===== config.mk =====
export PLATFORM = sky130hd
export DESIGN_NAME = codificador
export DESIGN_NICKNAME = d
export VERILOG_FILES = /design/src/rtl/codificador.sv
export SDC_FILE = /design/constraint.sdc
export NUM_CORES = 1
export LEC_CHECK = 0
export ABC_AREA = 1
export CORE_MARGIN = 8
export CORE_UTILIZATION = 35
export CTS_BUF_LIST = sky130_fd_sc_hd__clkbuf_8 sky130_fd_sc_hd__clkbuf_16
export CTS_CLUSTER_DIAMETER = 120
export DETAILED_ROUTE_END_ITERATION = 12
export HOLD_SLACK_MARGIN = 0.1
export SKIP_CTS_REPAIR_TIMING = 1
export SLEW_MARGIN = 20
export SYNTH_ARGS = -nofsm -noshare
export SYNTH_HDL_FRONTEND = slang
export SYNTH_SLANG_ARGS = --single-unit

===== constraint.sdc =====
create_clock -name clk -period 1.8 [get_ports clk]
set_clock_uncertainty 0.1 [all_clocks]
set_input_delay 0.36 -clock clk [delete_from_list [all_inputs] [get_ports clk]]
set_output_delay 0.36 -clock clk [all_outputs]
set_load 0.02 [all_outputs]

===== src/rtl/codificador.sv =====
`default_nettype none
// ============================================================================
// codificador -- serialises C1..C(Destino) plus a terminator over a
// Valido/Aceito handshake. Optional macro: CODIFICADOR_INVALIDO_EN.
// Revision: 1.0
// ============================================================================
module codificador #(
  parameter int unsigned GAP = 0
) (
  input  logic       clk,
  input  logic       Reset,
  input  logic       Controle,
  input  logic       Inicio,
  input  logic [2:0] Destino,
  input  logic       Aceito,
  output logic [6:0] Caractere,
  output logic       Valido,
  output logic       Pronto,
  output logic [3:0] Progresso,
  output logic       Fim,
  output logic       Erro
);

  typedef enum logic [2:0] {
    OCIOSO   = 3'd0,
    ENVIA    = 3'd1,
    PAUSA    = 3'd2,
    TERMINA  = 3'd3,
    INVALIDO = 3'd4
  } state_t;

  localparam logic [3:0] GAP_W    = 4'(GAP);
  localparam logic [2:0] IDX_TERM = 3'd6;
  localparam logic [6:0] C1 = 7'b1100000;
  localparam logic [6:0] C2 = 7'b1000100;
  localparam logic [6:0] C3 = 7'b1111100;
  localparam logic [6:0] C4 = 7'b1011010;
  localparam logic [6:0] C5 = 7'b1101110;
  localparam logic [6:0] C6 = 7'b1001001;
  localparam logic [6:0] C7 = 7'b1110101;
  localparam logic [6:0] C8 = 7'b1010011;

  state_t     state_q, state_d;
  logic [2:0] dest_q, dest_d;
  logic [2:0] idx_q, idx_d;
  logic [3:0] gap_q, gap_d;
  logic [3:0] prog_q, prog_d;
  logic       erro_q, erro_d;
  logic       dest_ok;
  logic [6:0] char_w;

  assign dest_ok = (Destino != 3'd0) && (Destino <= 3'd5);

  // idx_q == IDX_TERM selects the terminator, chosen by the latched target
  always_comb begin
    char_w = 7'b0;
    case (idx_q)
      3'd1:    char_w = C1;
      3'd2:    char_w = C2;
      3'd3:    char_w = C3;
      3'd4:    char_w = C4;
      3'd5:    char_w = C5;
      default: char_w = (dest_q >= 3'd4) ? C8 : C6;
    endcase
  end

  // Controle low hides the character immediately, so no transfer can happen
  always_comb begin
    Valido    = 1'b0;
    Caractere = 7'b0;
    if (Controle) begin
      if (state_q == ENVIA) begin
        Valido    = 1'b1;
        Caractere = char_w;
      end else if (state_q == INVALIDO) begin
        Valido    = 1'b1;
        Caractere = C7;
      end
    end
  end

  assign Pronto    = (state_q == OCIOSO);
  assign Fim       = (state_q == TERMINA) && Controle;
  assign Progresso = prog_q;
  assign Erro      = erro_q;

  always_comb begin
    state_d = state_q;
    dest_d  = dest_q;
    idx_d   = idx_q;
    gap_d   = gap_q;
    prog_d  = prog_q;
    erro_d  = 1'b0;
    if (Controle) begin
      case (state_q)
        OCIOSO: begin
          if (Inicio) begin
            if (dest_ok) begin
              state_d = ENVIA;
              dest_d  = Destino;
              idx_d   = 3'd1;
              prog_d  = 4'd0;
            end else begin
`ifdef CODIFICADOR_INVALIDO_EN
              state_d = INVALIDO;
              dest_d  = Destino;
              prog_d  = 4'd0;
`else
              erro_d  = 1'b1;
`endif
            end
          end
        end
        ENVIA: begin
          if (Aceito) begin
            if (idx_q == IDX_TERM) begin
              state_d = TERMINA;
            end else begin
              prog_d = prog_q + 4'd1;
              idx_d  = (idx_q == dest_q) ? IDX_TERM : idx_q + 3'd1;
              if (GAP_W != 4'd0) begin
                state_d = PAUSA;
                gap_d   = GAP_W - 4'd1;
              end
            end
          end
        end
        PAUSA: begin
          if (gap_q == 4'd0) begin
            state_d = ENVIA;
          end else begin
            gap_d = gap_q - 4'd1;
          end
        end
        TERMINA: state_d = OCIOSO;
        INVALIDO: begin
          if (Aceito) begin
            state_d = TERMINA;
          end
        end
        default: state_d = OCIOSO;
      endcase
    end
  end

  always_ff @(posedge clk or negedge Reset) begin
    if (!Reset) begin
      state_q <= OCIOSO;
      dest_q  <= 3'd0;
      idx_q   <= 3'd0;
      gap_q   <= 4'd0;
      prog_q  <= 4'd0;
      erro_q  <= 1'b0;
    end else begin
      state_q <= state_d;
      dest_q  <= dest_d;
      idx_q   <= idx_d;
      gap_q   <= gap_d;
      prog_q  <= prog_d;
      erro_q  <= erro_d;
    end
  end

endmodule
`default_nettype wire


* Word level (Yosys, flattened, before mapping)
Cells that the tools add are included.
Widths: inputs -> output; s select.
** Storage, ports and cells
- Bits of input ports :: 8
- Bits in registers :: 18
- Word-level logic and storage cells :: 68
- Output and inout port bits :: 15
** Cells by class
- Bitwise logic cells :: 1
- Add/sub/neg operators :: 3
- Eq/ne operators :: 18
- Reduce and logical (&&, ||, !) cells :: 10
- Mux-type cells :: 28
- Magnitude comparators :: 2
** Operator list (number)
- $pmux 6 s5 :: 1
- $mux 3 :: 9
- $mux 7 :: 3
- $mux 4 :: 4
- $eq 3x2->1 const B :: 4
- $eq 3x3->1 const B :: 4
- $pmux 3 s4 :: 1
- $ne 2x2->1 const B :: 5
- $pmux 4 s2 :: 1
- $mux 1 :: 7
- $reduce_and 7->1 :: 1
- $eq 3x1->1 const B :: 2
- $pmux 3 s2 :: 1
- $reduce_and 6->1 :: 1
- $mux 5 :: 1
- $add 4x1->4 const B :: 1
- $logic_not 4->1 :: 1
- $ne 2x1->1 const B :: 2
- $reduce_and 4->1 :: 1
- $sub 4x1->4 const B :: 1
- $add 3x1->3 const B :: 1
- $eq 3x3->1 :: 1
- $ge 3x3->1 const B :: 1
- $le 3x3->1 const B :: 1
- other kinds (6) :: 7

* Longest topological paths before layout
- Depth in word-level cells :: 6
- Gate-level depth with buffers :: 9
- Depth with buffers taken out :: 9

* Least setup slack after synthesis
Ideal clock, no wire load.
- Path type :: register to output
- Start point :: register idx_q[1]
- End point :: output port Caractere[3]
- Required time :: 1.340 ns
- Stages on the path, launching flop included :: 6
- Slack :: -0.189 ns
- Data arrival time :: 1.529 ns
- Buffers on the path :: 0
- Cell sequence :: dfrtp_1 inv_1 ha_1 nand2_1 or2_2 o22ai_1
** Between the ends
- Word-level cells in the longest chain between the ends :: 4
- Elaborated cells between the ends (all ways) :: 8
** RTL lines
- start: declaration :: RTL line 45 : logic [2:0] idx_q, idx_d;
- start signal: assignment :: RTL line 157 : idx_q <= idx_d;
- $eq 3x3->1 (tied with other cells) :: RTL line 57 : case (idx_q)
- $pmux 6 s5 * :: RTL line 57
- $mux 7 * :: RTL line 72 : if (state_q == ENVIA) begin
- $mux 7 * :: RTL line 71 : if (Controle) begin
- end: declaration :: RTL line 16 : output logic [6:0] Caractere,
Mark *: on every way between the ends. The rest lies on a longest branch, timed or not.

* Final worst setup path
- Start point :: register idx_q[2]
- End point :: output port Caractere[3]
Same word-level chain as after synthesis.

==> results.cfg <==
[run_status]
status = finished, violations left
violations = setup timing

[min_path]
worstHoldPathType = in -> async

[clocking]
clock-root-buffer = clkbuf_8
cts.clk_slew.worst_paths_ps = 70
cts_tree = done
cts_buffers = 3
cts_sinks = 17
cts_htree_levels = 1
clock_tree.buffer_depth = 2
clock_latency_ps = 250

[global_route]
grt_max_degree = 18
grt_pass1_wl_mm = 4.59
top_usage_layer = met2
grt_pass1_vias = 1106
grt_usage = 0.107
met2_usage = 0.202
antenna_found_initial = 0
grt_overflow = 0
grt_use_met1 = 0.114
use_met3 = 0.0234

[critical_path]
crit_end = Caractere[3]
crit_arrival_ps = 1600
worstSetupPathType = reg -> out
crit_buf_inv = 1
cp.required_ps = 1340
max_stage_delay_ps = 440
reg2reg_depth = 11
crit_family = flip-flops
crit_fanout = 4
crit_path_start = idx_q[2]$_DFFE_PN0P_
r2r_end = idx_q[2]$_DFFE_PN0P_
crit_chain = ha_4, nand2_4, or2_4, o22ai_4, buf_6
cpMaxStageDelayCell = dfrtp_1
r2r_slack_ps = 130
r2r-start = idx_q[0]$_DFFE_PN0P_
worst_setup_path_end_kind = output port
cp.depth = 5
start_kind = flip-flop

[synth]
synth_top_area_frac = 0.372
synth_area_leaders = dfrtp_1 37%, nand2_1 17%, ha_1 9.8%, inv_1 5.9%, nor2_1 4.6%
synthCells = 154
yosysMostFrequentCell = nand2_1
synth_cell_types = 26
async_flop_share = 1.00
synth_seq_cells = 17
synth_ff_type = dfrtp_1
synth-seq-area-share = 0.372
syn_area_per_cell_um2 = 7.43
yosys.area.top_type = dfrtp_1
synth_common_cells = 51 x nand2_1, 18 x inv_1, 17 x dfrtp_1
yosysWarnings = 0
syn-num-nets = 171
synth_edf_count = 0
syn_area_um2 = 1140

[floorplan]
num_rows = 20
ios = 23
start_util = 0.372
die-area_um2 = 5350
die_y_um = 73.2
fp.dieW_um = 73.2
core-area_um2 = 3080

[sta]
fmax_ghz = 0.486
hold_viol_final = 0
final_max_slew_viol_count = 0
setup_viol = 6
rsz0062_at_grt = true
max_slew_margin = 0.807
min_period_ps = 2060
fin_crit_sh = 1.14
setup_ws_ps = -258
tightest_slew_ps = 289

[place]
io_buffers = 22
gp_congestion = 0.850
dp_hpwl_mm = 2.25
dpl_cell_area_um2 = 1670

[power]
p_per_area_nw_per_um2 = 1700
ir_drop_mv = 0.926
p_int_mw = 1.70
combPwrFrac = 0.699
p_sw_mw = 1.38
power.total_mw = 3.09
p_sw_frac = 0.448
seqPwrFrac = 0.209
p_clk_frac = 0.092
p_leak_nw = 0.919

[cells_and_area]
final_area_um2 = 1820
syn_to_final_growth_pct = 59.1
regArea_um2 = 425
multi_input_area_um2 = 786
utilization = 0.591
drive_gt1_frac = 0.374
n_fill_cell = 310
antenna-diode-count = 0
nNetsFinal = 221

[routing]
finalWirelength_mm = 2.89
via_per_inst = 4.52
wire_per_inst_um = 11.7
drt_iter0_markers = 19
ant_nets = 0
first_pass_iters = 4
vias = 1116
drcViolationCount = 0

[job]
maxCapViolations = 0
cells by family after synthesis:
logic type / synth area share
buffers and inverters: 0.0766
XOR/XNOR: 0.0460
adder cells (fa/ha/maj): 0.0985
flip-flops: 0.372
AO/OA/AOI/OAI: 0.0744
AND/OR/NAND/NOR: 0.333
sequential cells by signal, indices dropped and copies added, names as in the netlist:
signal and flops:
idx_q 3, dest_q 3, Erro 1, gap_q 4
Progresso 4, state_q 2
metal layers:
layer / wire, um / up-vias
li1: - / 573
met1: 1230 / 529
met2: 1560 / 12
met3: 85 / 2
met4: 14 / 0
met5: 0 / -
area by class of cell:
cell class                 count  area share
sequential                    17       0.234
clock buffer                   3      0.0227
inverter                      20      0.0426
timing repair buffer          47       0.236
clock inverter                 1     0.00275
multi-input combinational    115       0.432
tap                           44      0.0303
cells in the final DEF, fill, tap and decap left out, types with 3 or more instances in the layout:
cell type / netlist / final
dfrtp_1: 17 / 17
nor2_4: 1 / 8
ha_1: 9 / 5
buf_6: 0 / 7
buf_4: 1 / 25
inv_1: 18 / 15
nand3_1: 9 / 9
nor2_1: 14 / 6
nand2_1: 51 / 43
dlymetal6s2s_1: 0 / 3
clkdlybuf4s50_1: 0 / 10
nand2_4: 0 / 3
nand2_2: 2 / 7
xor2_1: 3 / 3
clkbuf_8: 0 / 3
inv_2: 2 / 4
o21ai_0: 5 / 5
xnor2_1: 3 / 3
through the flow:
step | setup WS (ps) | setup TNS, ps | hold WS (ps) | std cells
after global placement | -519 | -5860 | 353 | 241
after detailed placement | -549 | -6290 | 366 | 241
after floorplan | 5.71 | 0 | -35.6 | 154
after global routing | -304 | -1570 | 346 | 247
final | -258 | -1180 | 330 | 247
after CTS | -744 | -5590 | 338 | 245
worst register-to-register path, cell delays in order, from the launching register on:
cell and delay, ps:
dfrtp_1 410, buf_6 120, inv_1 50, buf_4 130, ha_2 170, nand2_2 70
nand2_2 50, nand2_2 70, nand2_2 70, nor2_4 180, nand3_1 100, nand2_1 70
worst min-delay path by stage:
stage,cells past startpoint,slack (ps),to
after floorplan,0,-40,Erro$_DFF_PN0_
after global placement,2,350,gap_q[2]$_DFFE_PN0P_
after detailed placement,1,370,gap_q[0]$_DFFE_PN0P_
after CTS,2,340,Erro$_DFF_PN0_
after global routing,2,350,Erro$_DFF_PN0_
final,2,330,Erro$_DFF_PN0_
power groups by stage:
stage	Sequential (mW)	Combinational [mW]	Clock, mW
2_1_floorplan	0.688	1.10	0
3_3_place_gp	0.640	1.89	0
3_5_place_dp	0.645	1.94	0
4_1_cts	0.639	1.95	0.293
5_1_grt	0.668	2.37	0.311
6_report	0.645	2.16	0.285
No activity file was read; power rests on OpenSTA's default activity.
